$ cat src/rtl/arb_prio_seq.sv
// Purpose: registered N-channel request/grant arbiter; holds one grant until release, then re-arbitrates.
// Latency: 1 cycle req->gnt, 1 cycle release->clear, mandatory idle cycle between grants.
// Backpressure: none; requesters must hold req until granted. ARB_PRIO_SEQ_ROUND_ROBIN_EN selects round-robin.
module arb_prio_seq #(
    parameter int N    = 8,
    parameter int IDXW = 3
) (
    input  logic            clk,
    input  logic            rst,
    input  logic [N-1:0]    req,
    input  logic            done,
    output logic [N-1:0]    gnt,
    output logic [IDXW-1:0] gnt_idx,
    output logic            gnt_vld
);

    typedef enum logic {
        S_IDLE  = 1'b0,
        S_GRANT = 1'b1
    } state_t;

    state_t          state_q, state_d;
    logic [N-1:0]    gnt_q, gnt_d;
    logic [IDXW-1:0] idx_q, idx_d;
    logic [IDXW-1:0] win_idx;

`ifdef ARB_PRIO_SEQ_ROUND_ROBIN_EN
    logic [IDXW-1:0] ptr_q, ptr_d;
    logic [IDXW-1:0] lo_idx;
    logic            lo_any;
`endif

    // Winner: highest set index; in round-robin mode, prefer the highest set index below ptr.
    always_comb begin
        win_idx = '0;
`ifdef ARB_PRIO_SEQ_ROUND_ROBIN_EN
        lo_idx  = '0;
        lo_any  = 1'b0;
`endif
        for (int k = 0; k < N; k++) begin
            if (req[k]) begin
                win_idx = IDXW'(k);
`ifdef ARB_PRIO_SEQ_ROUND_ROBIN_EN
                if (k < int'(ptr_q)) begin
                    lo_idx = IDXW'(k);
                    lo_any = 1'b1;
                end
`endif
            end
        end
`ifdef ARB_PRIO_SEQ_ROUND_ROBIN_EN
        if (lo_any) begin
            win_idx = lo_idx;
        end
`endif
    end

    // Next-state: grant from IDLE on any request, release from GRANT on done or dropped request.
    always_comb begin
        state_d = state_q;
        gnt_d   = gnt_q;
        idx_d   = idx_q;
`ifdef ARB_PRIO_SEQ_ROUND_ROBIN_EN
        ptr_d   = ptr_q;
`endif
        case (state_q)
            S_IDLE: begin
                if (|req) begin
                    state_d = S_GRANT;
                    gnt_d   = N'(1) << win_idx;
                    idx_d   = win_idx;
`ifdef ARB_PRIO_SEQ_ROUND_ROBIN_EN
                    ptr_d   = win_idx;
`endif
                end
            end
            S_GRANT: begin
                // gnt_q is one-hot, so masking req with it tests the granted channel's request.
                if (done || ((req & gnt_q) == '0)) begin
                    state_d = S_IDLE;
                    gnt_d   = '0;
                    idx_d   = '0;
                end
            end
        endcase
    end

    // State and grant registers with synchronous reset.
    always_ff @(posedge clk) begin
        if (rst) begin
            state_q <= S_IDLE;
            gnt_q   <= '0;
            idx_q   <= '0;
`ifdef ARB_PRIO_SEQ_ROUND_ROBIN_EN
            ptr_q   <= '0;
`endif
        end else begin
            state_q <= state_d;
            gnt_q   <= gnt_d;
            idx_q   <= idx_d;
`ifdef ARB_PRIO_SEQ_ROUND_ROBIN_EN
            ptr_q   <= ptr_d;
`endif
        end
    end

    assign gnt     = gnt_q;
    assign gnt_idx = idx_q;
    assign gnt_vld = |gnt_q;

endmodule

$ cat config.mk
export PLATFORM = sky130hd
export DESIGN_NAME = arb_prio_seq
export DESIGN_NICKNAME = d
export VERILOG_FILES = /design/src/rtl/arb_prio_seq.sv
export SDC_FILE = /design/constraint.sdc
export NUM_CORES = 1
export LEC_CHECK = 0
export CELL_PAD_IN_SITES_DETAIL_PLACEMENT = 1
export CELL_PAD_IN_SITES_GLOBAL_PLACEMENT = 1
export CORE_MARGIN = 2
export CORE_UTILIZATION = 40
export DETAILED_ROUTE_END_ITERATION = 16
export DONT_BUFFER_PORTS = 1
export MAX_ROUTING_LAYER = met4
export PLACE_DENSITY_LB_ADDON = 0.12
export SETUP_SLACK_MARGIN = 0.4
export SLEW_MARGIN = 10
export SYNTH_ARGS = -nofsm -noshare
export SYNTH_HDL_FRONTEND = slang
export SYNTH_SLANG_ARGS = --single-unit
$ cat constraint.sdc
create_clock -name clk -period 1.6 [get_ports clk]
set_input_delay 0.16 -clock clk [delete_from_list [all_inputs] [get_ports clk]]
set_output_delay 0.16 -clock clk [all_outputs]
set_load 0.005 [all_outputs]
# Word-level counts from Yosys, hierarchy flattened
# Index checks and enable logic that the tools add are counted.
[classes]
eq_ne = 2
shift = 1
muxes = 16
bitwise = 2
n_reduce_logical = 5
[ops]
columns = ["op", "count"]
rows = [
  ["$mux W3", 8],
  ["$mux W8", 2],
  ["$pmux W8 S2", 1],
  ["$reduce_or A8 Y1", 2],
  ["$and A8 B8 Y8", 1],
  ["$logic_not A8 Y1", 1],
  ["$shl A1 B3 Y8 const A", 1],
  ["$pmux W3 S2", 1],
  ["$mux W1", 3],
  ["$ne A2 B1 Y1 const B", 1],
  ["$ne A2 B2 Y1 const B", 1],
  ["$pmux W1 S2", 1],
  ["$reduce_and A2 Y1", 1],
  ["$logic_or A1 B1 Y1", 1],
  ["$not A1 Y1", 1],
]
[word_totals]
regBits = 12
inputBits = 11
word_cells = 29

# Logic depth before layout (Yosys ltp)
# Gate-level depths: netlist of the first run.
[depth]
ltp_word = 10
depth_mapped = 5
mapped_depth_nobuf = 4

# Worst setup path after synthesis of the first run
# Ideal clock, no wire load.
[synth_path]
path_kind = "register -> register"
from = "register gnt_q[4] (netlist: gnt[4])"
to = "register gnt_q[0] (netlist: gnt[0])"
setup_ns = 0.125
arrival_ns = 1.092
required_ns = 1.475
setup_slack_ns = 0.383
stages_incl_launch_ff = 6
path_cell_list = "dfxtp_1 -> a22oi_1 -> a41oi_2 -> buf_6 -> o211ai_1 -> o31ai_1"
[synth_via]
elab_chain_cells = 5
[synth_lines]
columns = ["item", "line", "text"]
rows = [
  ["from (decl)", "23", "logic [N-1:0] gnt_q, gnt_d;"],
  ["from (signal assigned)", "99", "gnt_q <= gnt_d;"],
  ["$and A8 B8 Y8", "79", "if (done || ((req & gnt_q) == '0)) begin"],
  ["$logic_not A8 Y1", "79", ""],
  ["$logic_or A1 B1 Y1", "79", ""],
  ["$ne A2 B1 Y1 (no line)", "-", ""],
  ["$reduce_and A2 Y1 (no line)", "-", ""],
]
# Every way passes these cells.
# A chain may end at the register's enable or synchronous reset.

# Worst setup path after layout of the first run
[layout_path]
from = "register gnt_q[7] (netlist: gnt[7])"
to = "register gnt_q[0] (netlist: gnt[0])"
# Same word-level chain as after synthesis.

==> results of run 1 <==
metal layers:
metal  wire length [um]  vias to the layer above  track usage [%]
met2                959                       24             34.1
met4                 31                        0             10.6
met1                895                      302             30.4
li1                   -                      316                -
met5                  0                        -                -
met3                152                        4             5.56
per-stage QoR:
stage | utilization (%) | instances
2_1_floorplan | - | 78
3_3_place_gp | 43.9 | 96
3_5_place_dp | 43.9 | 96
4_1_cts | 51.2 | 106
5_1_grt | 51.6 | 106
6_report | 51.6 | 106
power by group through the flow:
stage | clock network, W | registers (W) | logic, W
final | 0.000245 | 0.000324 | 0.0000777
after global routing | 0.000271 | 0.000326 | 0.0000867
after CTS | 0.000256 | 0.000324 | 0.0000771
after detailed placement | 0 | 0.000332 | 0.0000648
after global placement | 0 | 0.000332 | 0.0000630
after floorplan | 0 | 0.000329 | 0.0000557
synthesized netlist by cell type, drive strengths merged (2+ instances only):
cell / number / area [um2]
a21oi: 9 / 67.6
a22oi: 4 / 30.0
buf: 2 / 22.5
dfxtp: 12 / 240
inv: 2 / 7.51
nand2: 3 / 11.3
nand2b: 2 / 12.5
nand3b: 2 / 15.0
nor2: 9 / 33.8
nor4: 4 / 37.5
o211ai: 4 / 30.0
o21ai: 12 / 82.6
final cells by class:
| type | instances | share of cell area, % |
|---|---|---|
| clock buffers | 4 | 4.21 |
| well taps | 17 | 2.47 |
| flip-flops and latches | 12 | 29.5 |
| multi-input cells | 61 | 53.3 |
| repair buffers | 10 | 9.72 |
| inverters | 2 | 0.871 |
flip-flops by register name, summed over array words and instances, names as in the netlist:
| name | cells |
|---|---|
| gnt | 8 |
| gnt_idx | 3 |
| state_q | 1 |
what timing repair did:
item | in CTS | in global routing
endpoints found under the hold margin | 9 | 0
setup buffers | 3 | 0
gates cloned | 1 | 0
pin swaps | 4 | 3
hold buffers | 2 | 0
setup endpoints to repair | 12 | 13
gates resized for setup | 17 | 2
worst paths after layout:
kind | to | slack (ps) | depth (start not counted) | from
min reg2reg | gnt_idx[0] | 490 | 2 | gnt_idx[0]
max reg2reg | gnt[0] | 340 | 5 | gnt[7]
min | gnt[7] | 20 | 2 | req[7]
max | gnt[0] | 340 | 5 | gnt[7]
kinds of logic after synthesis:
group	Yosys count
AO/OA/AOI/OAI	35
AND/OR/NAND/NOR	26
flip-flops	12
buffers and inverters	5
==> flow_summary.toml, run 1 <==
[final_layout]
final_area_um2 = 862
syn2layout_area_growth_pct = 24.8
layout_common_cells = "nor2_1, buf_4, o21ai_2, a21oi_2"
fillers = 192
final_nets = 101
drive_above_1_share_pct = 50.6
final_common_cell = "nor2_1"
multi_input_area_um2 = 459
n_antenna_cell = 0
ff_latch_area_um2 = 254

[job]
cap_viol_max_count = 0

[pwr]
pwr-share-clk_pct = 37.8
netSwitchingPower_w = 0.000160
sw_frac_of_total_pct = 24.8
p_total_w = 0.000647
leakage_nw = 0.290
p_int_w = 0.000487
p_comb_share_pct = 12.0
powerDensity_nw_per_um2 = 750
vdd_drop_max_mv = 0.394
seqPwrFrac_pct = 50.2

[placement]
place_area_um2 = 733
gp_congestion = 0.798
io_buffer_count = 0
hpwl_mm = 1.46
pre_cts_ws_ps = 86.3

[clocking]
ctsHtreeMaxLevel = 1
clk_root_buffer_cell = "clkbuf_4"
clk_pin_slew_ps = 80
clockBufferDepth = 2
clk-insertion-delay-late_ps = 280
cts.sinks = 12
cts_tree = "built"
cts_buffers = 3

[synthesis]
synthAdderAreaFrac_pct = 0
synth-xor-area-share_pct = 0
synth_top_family_by_area = "compound AO/OA/AOI/OAI gates"
syn_area_um2 = 691
synthSimpleGateAreaFrac_pct = 21.2
synth_mux_area_share_pct = 0
synth-async-reset-ratio_pct = 0
synth-compound-area-share_pct = 39.1
syn-instance-count = 78
synth-seq-cells = 12
ys_types = 28
ys_seq_area_share_pct = 34.8
syn_nets = 89
synthFlopType = "dfxtp_1"
avgSynthCellArea_um2 = 8.85
synth-edff-count = 0
synth_warnings = 0

[floorplan]
coreArea_um2 = 1670
die_x_um = 45.6
ioPinCount = 23
dieArea_um2 = 2080
fp.dieH_um = 45.6
rows = 15
start_util_pct = 41.3

[routing]
vias_per_cell = 6.09
wire_per_inst_um = 19.2
num_vias = 646
drc = 0
drt-total-wl_mm = 2.04
drt_iter0_markers = 12
drtAntennaViolNets = 0
drt-pass1-iter-count = 4

[critical_path]
crit_arrival_ps = 1420
crit_type = "flop to flop"
max_stage_delay_ps = 380
crit_buf_inv = 1
end_kind = "flop"
critical_path.cell_chain = "a22oi_2 -> a41oi_2 -> buf_6 -> o211ai_1 -> o31ai_1"
crit_required_ps = 1760
crit_path_top_delay_cell = "dfxtp_4"
worstPathMaxFanout = 6
startpoint_type = "flop"
crit_family = "compound AO/OA/AOI/OAI gates"

[sta]
drv_slew = 0
rsz0062_at_grt = "true"
fmax_ghz = 0.791
period_needed_ps = 1260
setup_viol = 0
hold_violations = 0
fin_ws_ps = 336
slew_headroom_pct = 71.7
setup_tns_ps = 0
worstMarginPinSlew_ps = 421
fin_skew_ps = 6.55
period_share_pct = 79.0
whs_ps = 23.6

[run_status]
status = "finished clean"

[global_route]
grt_usage_pct = 23.4
grt_max_degree = 9
antenna_found_initial = 0
grt_pass1_wl_mm = 3.23
grt_pass1_vias = 660
overflow = 0

[min_path]
hp-class = "input port to flop"
No activity file was read; power rests on OpenSTA's default activity.
==> run 2, diff against run 1 <==
--- a/config.mk
+++ b/config.mk
@@ -8,7 +8,7 @@
 export CELL_PAD_IN_SITES_DETAIL_PLACEMENT = 1
 export CELL_PAD_IN_SITES_GLOBAL_PLACEMENT = 1
 export CORE_MARGIN = 2
-export CORE_UTILIZATION = 40
+export CORE_UTILIZATION = 38
 export DETAILED_ROUTE_END_ITERATION = 16
 export DONT_BUFFER_PORTS = 1
 export MAX_ROUTING_LAYER = met4
==> constraint.sdc (replaced) <==
create_clock -name clk -period 1 [get_ports clk]
set_input_delay 0.1 -clock clk [delete_from_list [all_inputs] [get_ports clk]]
set_output_delay 0.1 -clock clk [all_outputs]
set_load 0.005 [all_outputs]
==> run 2 against run 1 <==
The flow now finishes with violations (hold timing, setup timing). Largest power group unchanged. Die area increased by 4.8%. Register-to-register slack got worse by 570 ps. Clock skew decreased by 4.8 ps.
==> flow_summary.toml, run 2 (synthesis results as in run 1) <==
[placement]
io_buffer_count = 0
hpwl_mm = 1.76
gp_congestion = 0.778

[floorplan]
fp.dieH_um = 46.6
coreArea_um2 = 1730
ioPinCount = 23
dieArea_um2 = 2170
die_x_um = 46.6
rows = 15
start_util_pct = 40.0

[critical_path]
end_kind = "flop"
ff2ff_setup_slack_ps = -240
r2r_cells = 5
worstReg2RegEnd = "gnt[4]"
startpoint_type = "flop"
r2r-start = "gnt[5]"
worstPathMaxFanout = 7
crit_required_ps = 1180
crit_end = "gnt[4]"
crit_start = "gnt[5]"
crit_type = "flop to flop"
crit_arrival_ps = 1410

[routing]
drt-total-wl_mm = 2.25
drt-pass1-iter-count = 4
drtAntennaViolNets = 0
drt_iter0_markers = 6
wire_per_inst_um = 18.8
vias_per_cell = 5.68
num_vias = 681
drc = 0

[sta]
hold_violations = 9
drv_slew = 0
period_share_pct = 124
setup_tns_ps = -2660
setup_viol = 13
fin_skew_ps = 1.78
rsz0062_at_grt = "true"
fin_ws_ps = -237
fmax_ghz = 0.808
slew_headroom_pct = 73.3
period_needed_ps = 1240
worstMarginPinSlew_ps = 396
whs_ps = -138

[global_route]
overflow = 0
grt_pass1_vias = 708
antenna_found_initial = 0
grt_pass1_wl_mm = 3.39
grt_max_degree = 11
grt_usage_pct = 24.2

[final_layout]
n_antenna_cell = 0
syn2layout_area_growth_pct = 44.9
largest_reg_flops = 8
final_nets = 107
layout_common_cells = "dfxtp_2, nor2_1, buf_6, buf_4, a21oi_2"
final_common_cell = "dfxtp_2"
drive_above_1_share_pct = 62.1

[pwr]
p_int_w = 0.000804
pwr-share-clk_pct = 37.3
p_comb_share_pct = 14.5
sw_frac_of_total_pct = 25.3
powerDensity_nw_per_um2 = 1070
leakage_nw = 0.348
netSwitchingPower_w = 0.000272
vdd_drop_max_mv = 0.735
p_total_w = 0.00108
seqPwrFrac_pct = 48.2

[min_path]
hp-class = "input port to flop"

[clocking]
cts_tree = "built"
cts_buffers = 3
ctsHtreeMaxLevel = 1
clockBufferDepth = 2
clk_root_buffer_cell = "clkbuf_4"
post_cts_buffers = 0
clk-insertion-delay-late_ps = 280
clk_pin_slew_ps = 80
cts.sinks = 12

[run_status]
failed_checks = "hold timing, setup timing"
status = "complete, but fails checks"

[job]
cap_viol_max_count = 0
## run 2: cell count changes in the layout (fill, tap and decap cells not counted), moves of 2 or more
| cell | delta |
|---|---|
| dlygate4sd3_1 | -2 |
| dfxtp_2 | +5 |
| o21ai_2 | -2 |
| nor4_4 | +2 |
| dfxtp_1 | -5 |
| nor4_2 | -2 |
| o21ai_4 | +2 |
| buf_6 | +7 |
## run 2: what timing repair did
item,4_1_cts,5_1_grt
endpoints found under the setup margin,24,24
pin swaps,7,5
hold endpoints to repair,9,9
gates resized for setup,19,7
## run 2: power groups by stage
stage | registers [W] | clock network (W) | logic (W)
floorplan | 0.000528 | 0 | 0.0000924
global placement | 0.000526 | 0 | 0.000127
detailed placement | 0.000527 | 0 | 0.000132
CTS | 0.000519 | 0.000405 | 0.000147
global route | 0.000521 | 0.000431 | 0.000169
finish | 0.000519 | 0.000401 | 0.000156
## run 2: how the worst min path moves through the flow
stage / start / endpoint / slack [ps] / cells past startpoint
2_1_floorplan: req[5] / gnt[0] / 200 / 1
3_3_place_gp: rst / gnt[6] / 160 / 1
3_5_place_dp: rst / gnt[7] / 160 / 1
4_1_cts: rst / gnt_idx[2] / -140 / 1
5_1_grt: rst / gnt_idx[2] / -150 / 1
6_report: rst / gnt_idx[2] / -140 / 1
## run 2: critical path, stage by stage, from the launching register on
cell     delay (ps)
dfxtp_2         340
a22oi_2         210
a41oi_4         200
buf_4           190
o21ai_2         130
a21oi_2          70
## run 2: layout make-up
| class | instances | area [um2] |
|---|---|---|
| clock buffers | 4 | 36.3 |
| fillers | 197 | 726 |
| inverters | 2 | 7.51 |
| multi-input cells | 61 | 515 |
| flip-flops and latches | 12 | 260 |
| well taps | 25 | 31.3 |
| repair buffers | 16 | 150 |
## run 2: metrics by stage
stage	instances	setup slack [ps]	area, um2	utilization, %
6_report	120	-237	1000	58.0
2_1_floorplan	78	-186	731	-
3_5_place_dp	116	-292	856	49.6
5_1_grt	120	-288	1000	58.0
3_3_place_gp	116	-261	856	49.6
4_1_cts	120	-245	958	55.5
## run 2: per-layer routing
| metal | GRT usage (%) | share of wire, % |
|---|---|---|
| met1 | 27.9 | 42 |
| met2 | 40.3 | 53 |
| met3 | 6.67 | 4.2 |
| met4 | 8.33 | 1.3 |
| met5 | - | 0 |
